`config.mk`:
```
export PLATFORM = sky130hd
export DESIGN_NAME = mul_iter_ctrl
export DESIGN_NICKNAME = d
export VERILOG_FILES = /design/src/rtl/mul_pkg.sv /design/src/rtl/Array_MUL_USign.sv /design/src/rtl/mul_iter_ctrl.sv
export SDC_FILE = /design/constraint.sdc
export NUM_CORES = 2
export LEC_CHECK = 0
export CAP_MARGIN = 5
export CORE_MARGIN = 3
export CORE_UTILIZATION = 60
export DETAILED_ROUTE_END_ITERATION = 8
export DONT_BUFFER_PORTS = 1
export PLACE_DENSITY = 0.87
export SKIP_CTS_REPAIR_TIMING = 1
export SLEW_MARGIN = 20
export SYNTH_ARGS = -nofsm -noshare
export SYNTH_HDL_FRONTEND = slang
export SYNTH_SLANG_ARGS = --single-unit
export TNS_END_PERCENT = 30
```
`constraint.sdc`:
```
create_clock -name clk -period 25.3 [get_ports clk]
set_clock_uncertainty 0.05 [all_clocks]
set_input_delay 2.53 -clock clk [delete_from_list [all_inputs] [get_ports clk]]
set_output_delay 2.53 -clock clk [all_outputs]
set_load 0.01 [all_outputs]
```
`src/rtl/mul_pkg.sv`:
```
`default_nettype none
// +--------------------------------------------------------------------+
// | mul_pkg : shared widths, op encodings and FSM states for the      |
// |           iterative multiplier controller                          |
// | Revision: 1.0                                                      |
// +--------------------------------------------------------------------+
package mul_pkg;

    localparam int XLEN  = 32;
    localparam int CHUNK = 11;
    localparam int NITER = (XLEN + CHUNK - 1) / CHUNK;

    typedef enum logic [1:0] {
        OP_MUL    = 2'b00,
        OP_MULH   = 2'b01,
        OP_MULHSU = 2'b10,
        OP_MULHU  = 2'b11
    } op_e;

    typedef enum logic [2:0] {
        ST_IDLE = 3'd0,
        ST_PREP = 3'd1,
        ST_ITER = 3'd2,
        ST_FIX  = 3'd3,
        ST_DONE = 3'd4
    } state_e;

endpackage
`default_nettype wire

```
`src/rtl/Array_MUL_USign.sv`:
```
`default_nettype none
// +--------------------------------------------------------------------+
// | Array_MUL_USign : combinational unsigned A_W x B_W array multiplier|
// | Revision: 1.0                                                      |
// +--------------------------------------------------------------------+
module Array_MUL_USign #(
    parameter int A_W = 32,
    parameter int B_W = 11
) (
    input  logic [A_W-1:0]     a,
    input  logic [B_W-1:0]     b,
    output logic [A_W+B_W-1:0] p
);

    logic [A_W+B_W-1:0] w_a_ext;

    assign w_a_ext = {{B_W{1'b0}}, a};

    // One shifted row of A per set bit of B, summed down the array.
    always_comb begin
        p = '0;
        for (int i = 0; i < B_W; i++) begin
            if (b[i]) begin
                p = p + (w_a_ext << i);
            end
        end
    end

endmodule
`default_nettype wire

```
`src/rtl/mul_iter_ctrl.sv`:
```
`default_nettype none
// +--------------------------------------------------------------------+
// | mul_iter_ctrl : RV32M multiply sequencer, CHUNK multiplier bits   |
// |                 per cycle through one shared array multiplier      |
// | Revision: 1.0                                                      |
// +--------------------------------------------------------------------+
module mul_iter_ctrl import mul_pkg::*; #(
    parameter int XLEN  = mul_pkg::XLEN,
    parameter int CHUNK = mul_pkg::CHUNK
) (
    input  logic            clk,
    input  logic            rst_n,
    input  logic            in_valid,
    output logic            in_ready,
    input  logic [1:0]      op,
    input  logic [XLEN-1:0] rs1,
    input  logic [XLEN-1:0] rs2,
    input  logic            flush,
    output logic            out_valid,
    input  logic            out_ready,
    output logic [XLEN-1:0] result,
    output logic            busy
);

    localparam int ITERS = (XLEN + CHUNK - 1) / CHUNK;
    localparam int KW    = (ITERS > 1) ? $clog2(ITERS) : 1;
    localparam int BEXT  = ITERS * CHUNK;
    localparam int PW    = XLEN + CHUNK;
    localparam int AW    = 2 * XLEN;
    localparam logic [KW-1:0] K_LAST = KW'(ITERS - 1);

    state_e          state_q, state_d;
    op_e             op_q, op_d;
    logic [XLEN-1:0] rs1_q, rs1_d, rs2_q, rs2_d;
    logic [XLEN-1:0] a_mag_q, a_mag_d, b_mag_q, b_mag_d;
    logic            neg_q, neg_d;
    logic [KW-1:0]   k_q, k_d;
    logic [AW-1:0]   acc_q, acc_d;
    logic [XLEN-1:0] result_q, result_d;
    logic            in_ready_q, in_ready_d;
    logic            out_valid_q, out_valid_d;
    logic            busy_q, busy_d;

    logic            w_sa, w_sb;
    logic [BEXT-1:0] w_b_ext;
    logic [CHUNK-1:0] w_chunk;
    logic [PW-1:0]   w_pp;
    logic [AW-1:0]   w_pp_sh;
    logic [AW-1:0]   w_acc_fix;

    assign w_sa      = rs1_q[XLEN-1] & ((op_q == OP_MULH) | (op_q == OP_MULHSU));
    assign w_sb      = rs2_q[XLEN-1] & (op_q == OP_MULH);
    assign w_b_ext   = {{(BEXT-XLEN){1'b0}}, b_mag_q};
    assign w_chunk   = w_b_ext[k_q*CHUNK +: CHUNK];
    assign w_pp_sh   = {{(AW-PW){1'b0}}, w_pp} << (k_q * CHUNK);
    assign w_acc_fix = neg_q ? -acc_q : acc_q;

    Array_MUL_USign #(
        .A_W (XLEN),
        .B_W (CHUNK)
    ) u_array_mul (
        .a (a_mag_q),
        .b (w_chunk),
        .p (w_pp)
    );

    always_comb begin
        state_d     = state_q;
        op_d        = op_q;
        rs1_d       = rs1_q;
        rs2_d       = rs2_q;
        a_mag_d     = a_mag_q;
        b_mag_d     = b_mag_q;
        neg_d       = neg_q;
        k_d         = k_q;
        acc_d       = acc_q;
        result_d    = result_q;
        in_ready_d  = in_ready_q;
        out_valid_d = out_valid_q;
        busy_d      = busy_q;

        case (state_q)
            ST_IDLE: begin
                if (in_valid) begin
                    op_d       = op_e'(op);
                    rs1_d      = rs1;
                    rs2_d      = rs2;
                    in_ready_d = 1'b0;
                    busy_d     = 1'b1;
                    state_d    = ST_PREP;
                end
            end
            ST_PREP: begin
                a_mag_d = w_sa ? -rs1_q : rs1_q;
                b_mag_d = w_sb ? -rs2_q : rs2_q;
                neg_d   = w_sa ^ w_sb;
                acc_d   = '0;
                k_d     = '0;
                state_d = ST_ITER;
            end
            ST_ITER: begin
                acc_d = acc_q + w_pp_sh;
                if (k_q == K_LAST) begin
                    state_d = ST_FIX;
                end else begin
                    k_d = k_q + KW'(1);
                end
            end
            ST_FIX: begin
                result_d    = (op_q == OP_MUL) ? w_acc_fix[XLEN-1:0] : w_acc_fix[AW-1:XLEN];
                out_valid_d = 1'b1;
                state_d     = ST_DONE;
            end
            ST_DONE: begin
                if (out_ready) begin
                    result_d    = '0;
                    out_valid_d = 1'b0;
                    busy_d      = 1'b0;
                    in_ready_d  = 1'b1;
                    state_d     = ST_IDLE;
                end
            end
            default: begin
                state_d     = ST_IDLE;
                result_d    = '0;
                out_valid_d = 1'b0;
                busy_d      = 1'b0;
                in_ready_d  = 1'b1;
            end
        endcase

        // Abort wins over every handshake in the same cycle.
        if (flush) begin
            state_d     = ST_IDLE;
            acc_d       = '0;
            k_d         = '0;
            result_d    = '0;
            out_valid_d = 1'b0;
            busy_d      = 1'b0;
            in_ready_d  = 1'b1;
        end
    end

    always_ff @(posedge clk or negedge rst_n) begin
        if (!rst_n) begin
            state_q     <= ST_IDLE;
            op_q        <= OP_MUL;
            rs1_q       <= '0;
            rs2_q       <= '0;
            a_mag_q     <= '0;
            b_mag_q     <= '0;
            neg_q       <= 1'b0;
            k_q         <= '0;
            acc_q       <= '0;
            result_q    <= '0;
            in_ready_q  <= 1'b1;
            out_valid_q <= 1'b0;
            busy_q      <= 1'b0;
        end else begin
            state_q     <= state_d;
            op_q        <= op_d;
            rs1_q       <= rs1_d;
            rs2_q       <= rs2_d;
            a_mag_q     <= a_mag_d;
            b_mag_q     <= b_mag_d;
            neg_q       <= neg_d;
            k_q         <= k_d;
            acc_q       <= acc_d;
            result_q    <= result_d;
            in_ready_q  <= in_ready_d;
            out_valid_q <= out_valid_d;
            busy_q      <= busy_d;
        end
    end

    assign in_ready  = in_ready_q;
    assign out_valid = out_valid_q;
    assign result    = result_q;
    assign busy      = busy_q;

endmodule
`default_nettype wire

```
## Word-level counts from Yosys, hierarchy flattened

Cells that the tools add are included.
W data, S select, Z words.

| operators by class | value |
|---|---|
| reduce and logical (&&, ||, !) cells | 10 |
| multipliers | 1 |
| shift operators | 2 |
| eq/ne operators | 13 |
| mux-type cells | 38 |
| add/subtract/negate cells | 15 |
| bitwise operators | 4 |

Operator list:

| cell | number |
|---|---|
| $mux W43 | 10 |
| $mux W32 | 6 |
| $mux W64 | 2 |
| $pmux W64 S2 | 1 |
| $pmux W32 S3 | 1 |
| $add A64 B64 Y64 | 1 |
| $neg A32 Y32 | 2 |
| $neg A64 Y64 | 1 |
| $shl A43 B6 Y64 | 1 |
| $add A43 B33 Y43 | 1 |
| $add A43 B34 Y43 | 1 |
| $add A43 B35 Y43 | 1 |
| $add A43 B36 Y43 | 1 |
| $add A43 B37 Y43 | 1 |
| $add A43 B38 Y43 | 1 |
| $add A43 B39 Y43 | 1 |
| $add A43 B40 Y43 | 1 |
| $add A43 B41 Y43 | 1 |
| $add A43 B42 Y43 | 1 |
| $shiftx A33 B7 Y11 | 1 |
| $pmux W3 S5 | 1 |
| $mux W3 | 4 |
| $ne A3 B3 Y1 const B | 4 |
| $pmux W1 S3 | 3 |
| 20 further kinds | 35 |

| storage, ports and cells | value |
|---|---|
| input port bits | 71 |
| register bits after elaboration | 235 |
| output and inout bits | 35 |
| logic and storage cells | 96 |

## Depth between registers and ports, before layout

| depth | value |
|---|---|
| word-level depth | 27 |
| mapped depth | 122 |
| mapped depth without buffers | 115 |

## Hierarchy

From an unflattened synthesis, not the netlist that was laid out.

| unflattened totals | value |
|---|---|
| cells, all modules | 5400 |
| area total of the unflattened synthesis | 39714.3 µm² |

Modules (own cells, without submodules):

| module | area an instance (µm²) | sequential area each (µm²) | cells each | instances |
|---|---|---|---|---|
| Array_MUL_USign | 21634.5 | 0.0 | 3211 | 1 |
| mul_iter_ctrl | 18079.8 | 5881.9 | 2189 | 1 |

## Worst setup path after synthesis

No wires, ideal clock.

| timing | value |
|---|---|
| kind | register -> register |
| start point | register k_q[1] |
| end point | register acc_q[63] |
| arrival | 21996 ps |
| cell stages (with the launch flop) | 115 |
| slack | 3128 ps |
| library setup time | 126 ps |
| required time | 25124 ps |
| clock period less this slack | 22172 ps |
| path buffers | 7 |
| cells stage by stage | dfrtp_1 -> buf_2 -> mux2i_2 -> o21ai_2 -> clkbuf_1 -> clkbuf_1 -> clkbuf_1 -> nand2_1 -> inv_1 -> fa_1 -> clkbuf_1 -> nand2_1 -> or4_1 -> clkbuf_1 -> a31oi_1 -> mux2_2 -> a211oi_1 -> ha_1 -> [... 79 more ...] -> a21oi_1 -> o21ai_0 -> ha_1 -> a21oi_1 -> nor2b_1 -> o21ai_0 -> nand2b_1 -> a221o_1 -> a21o_1 -> a41o_1 -> and4_1 -> o41ai_1 -> o21ai_0 -> a211o_1 -> and2_1 -> a221oi_1 -> a311oi_1 -> a221o_1 |

| on the way | value |
|---|---|
| longest elaborated chain between the ends | 27 |

Ends and longest elaborated chain:

| item | RTL line | RTL |
|---|---|---|
| start: declaration | mul_iter_ctrl.sv:37 | `logic [KW-1:0] k_q, k_d;` |
| start signal: assignment | mul_iter_ctrl.sv:167 | `k_q <= k_d;` |
| $mul A2 B4 Y6 (*) | mul_iter_ctrl.sv:54, mul_iter_ctrl.sv:55 |  |
| $shiftx A33 B7 Y11 | mul_iter_ctrl.sv:54 | `assign w_chunk = w_b_ext[k_q*CHUNK +: CHUNK];` |
| $mux W32 | Array_MUL_USign.sv:23 | `if (b[i]) begin` |
| $add A43 B33 Y43 | Array_MUL_USign.sv:24 | `p = p + (w_a_ext << i);` |
| $mux W43 | Array_MUL_USign.sv:23 |  |
| $add A43 B34 Y43 | Array_MUL_USign.sv:24 |  |
| $mux W43 | Array_MUL_USign.sv:23 |  |
| $add A43 B35 Y43 | Array_MUL_USign.sv:24 |  |
| [... 11 more ...] | n/a |  |
| $add A43 B41 Y43 | Array_MUL_USign.sv:24 |  |
| $mux W43 | Array_MUL_USign.sv:23 |  |
| $add A43 B42 Y43 | Array_MUL_USign.sv:24 |  |
| $mux W43 | Array_MUL_USign.sv:23 |  |
| $shl A43 B6 Y64 (*) | mul_iter_ctrl.sv:55 | `assign w_pp_sh = {{(AW-PW){1'b0}}, w_pp} << (k_q * CHUNK);` |
| $add A64 B64 Y64 (*) | mul_iter_ctrl.sv:102 | `acc_d = acc_q + w_pp_sh;` |
| $pmux W64 S2 (*) | mul_iter_ctrl.sv:82 | `case (state_q)` |
| $mux W64 (*) | mul_iter_ctrl.sv:133 | `if (flush) begin` |
| end signal: assignment | mul_iter_ctrl.sv:154 | `acc_q <= '0;` |
| end signal: assignment | mul_iter_ctrl.sv:168 | `acc_q <= acc_d;` |
| end: declaration | mul_iter_ctrl.sv:38 | `logic [AW-1:0] acc_q, acc_d;` |

Mark *: on every way between the ends. The rest lies on a longest branch, timed or not.
A chain may end at the register's enable or synchronous reset.

## Worst setup path in the final report

| timing | value |
|---|---|
| start point | register k_q[0] |
| end point | register acc_q[63] |

The elaborated chain is that of the path after synthesis.

==> flow_summary.yaml <==
synth:
  synth.net_count: 6064
  synth_enable_flop_cells: 0
  syn-cell-area_sq_mm: 0.0401
  syn_area_per_cell_sq_um: 7.20
  yosys-top-cells-area: "dfrtp_1 15%, ha_1 13%, a21oi_1 6.5%"
  synth_flop_cell: "dfrtp_1"
  ys_seq_area_frac: 0.147
  yosysMostFrequentCell: "nand2_1"
  postSynthCellCount: 5574
  synth.distinct_cells: 97
  synthArstFlopShare: 1.00
  synth_common_cells: "691 x nand2_1, 520 x a21oi_1, 517 x nor2_1"
  synth_top_area_frac: 0.146
  yosysTopAreaCell: "dfrtp_1"
  yosysWarnings: 0
  synth-seq-cells: 235
timing:
  finalCriticalPeriod_ns: 24.29
  worstMarginPinSlew_ns: 1.23
  post-route-period-util: 0.960
  hold_viol: 0
  timing.fmax_mhz: 41.2
  slew_headroom: 0.180
  setup_viol: 0
  setup_slack_ns: 1.01
  slew_violations: 0
cts:
  h-tree-depth: 1
  cts_root_buf: "clkbuf_16"
  cts.reportedPaths.clkPinSlew_ns: 0.07
  cts_tree: "built"
  clkLatencyLatePin_ns: 0.56
  clock-sinks: 235
  clockBufferDepth: 3
  cts_buffers: 23
global_routing:
  grt_first_pass_wirelength_um: 248000
  gr-usage-all-layers: 0.452
  met1_usage: 0.615
  met2_usage: 0.628
  busiest_layer: "met2"
  gr-total-overflow: 0
  grt_max_degree: 236
  antenna_found_initial: 12
  gr-usage-met3: 0.176
  grt_pass1_vias: 42200
setup_path:
  worst_setup_path_start_kind: "register"
  crit_type: "register to register"
  critical_path.max_fanout: 52
  critPathCaptureType: "register"
  crit_arrival_ns: 24.69
  slowest_delay_ns: 0.55
  required_ns: 25.70
  worst_path_max_delay_cell: "buf_4"
detailed_routing:
  wire_per_inst_um: 25.5
  firstDrtPassIters: 9
  drt-initial-drc-count: 6347
  viasPerCell: 7.09
  vias: 46200
  totalWireLength_um: 166000
  remaining_drc_errors: 0
  ant_nets: 0
place:
  io_buffers: 0
  dp_slack_ns: 0.368
  dp_hpwl_um: 129000
  gp_congestion: 1.07
worst_hold_path:
  hold_path_class: "register to register"
floorplanning:
  rows: 94
  ioPinCount: 106
  start_util: 0.608
  die_h_um: 265
  core_sq_mm: 0.0660
  dieArea_sq_mm: 0.0700
  die_w_um: 265
cells_and_area:
  final_nets: 6123
  drive_gt1_frac: 0.103
  fillers: 5764
  syn_to_final_growth_pct: 8.84
run:
  drv_cap: 0
status:
  outcome: "complete, no violations"
-- cell usage in the layout (no fill, tap or decap), types with 98 or more instances in the layout --
| cell type | count |
|---|---|
| xnor2_1 | 212 |
| ha_1 | 404 |
| a21oi_1 | 512 |
| o21ai_0 | 438 |
| nand3_1 | 114 |
| inv_1 | 145 |
| nand2_1 | 691 |
| buf_4 | 300 |
| mux2_2 | 98 |
| nor2_1 | 511 |
| a21o_1 | 174 |
| xor2_1 | 163 |
| dfrtp_1 | 232 |
| nor3_1 | 122 |
| o21a_1 | 107 |
-- sequential cells by signal (all words and copies together), names as in the netlist --
signal     count
acc_q         64
a_mag_q       32
b_mag_q       32
result        32
rs1_q         32
rs2_q         32
state_q        3
k_q            2
op_q           2
busy           1
in_ready       1
neg_q          1
out_valid      1
-- path summary, 6_finish.rpt --
| check | depth (start not counted) | startpoint | slack, ns | endpoint |
|---|---|---|---|---|
| hold / removal | 2 | b_mag_q[23] | 0.48 | b_mag_q[23] |
| setup reg to reg | 100 | k_q[0] | 1.01 | acc_q[63] |
| setup / recovery | 100 | k_q[0] | 1.01 | acc_q[63] |
| hold reg to reg | 2 | b_mag_q[23] | 0.48 | b_mag_q[23] |
| max in group asynchronous | 0 | rst_n | 22.91 | k_q[0] |
| min in group asynchronous | 0 | rst_n | 1.62 | acc_q[16] |
-- layer usage --
layer  wire (um)  vias up
met5         191        -
met4        8910       10
met3       26800      589
met2       64500     3166
met1       65500    21700
li1            -    20800
-- cells by family (layout without fill, tap and decap cells) --
logic type,Yosys count,count (layout),synth area share
DFF,235,235,0.147
buffers and inverters,413,489,0.0390
xor gates and xnor gates,379,379,0.0827
and+or+nand+nor,1958,1958,0.228
AOI/OAI and AO/OA,2004,2004,0.325
adders and majority gates,419,419,0.133
muxes,166,166,0.0461
other,0,3,0
-- stage by stage --
stage          instance area [sq um]  TNS, ns  std cells  utilization  hold WS [ns]
3_3_place_gp                   42600        0       6470        0.645         0.460
5_1_grt                        43700  -0.0385       6515        0.662         0.521
2_1_floorplan                  40100        0       5574            -         0.445
4_1_cts                        43400        0       6512        0.658         0.487
6_report                       43700        0       6517        0.662         0.485
3_5_place_dp                   42600        0       6470        0.646         0.473
-- worst max-delay path, delay by kind of cell (launching register included) --
family | cells | cell delay (ns)
XOR/XNOR | 8 | 1.44
buffers and inverters | 6 | 1.73
adder cells (fa/ha/maj) | 10 | 3.32
AO/OA/AOI/OAI | 46 | 11.16
multiplexers | 1 | 0.31
flip-flops | 1 | 0.37
AND/OR/NAND/NOR | 29 | 5.76
-- area by class of cell --
class,count,area (sq um),area share
flip-flops and latches,235,5880,0.135
inverters,147,552,0.0126
well taps,864,1080,0.0248
clock buffers,34,677,0.0155
multi-input cells,4926,33100,0.758
repair buffers,300,2250,0.0516
clock inverters,8,130,0.00298
diodes,3,7.51,0.000172
Power is left out: the tool's default activity adds up to more than one toggle a clock period on the data nets, which glitch-free logic cannot reach.
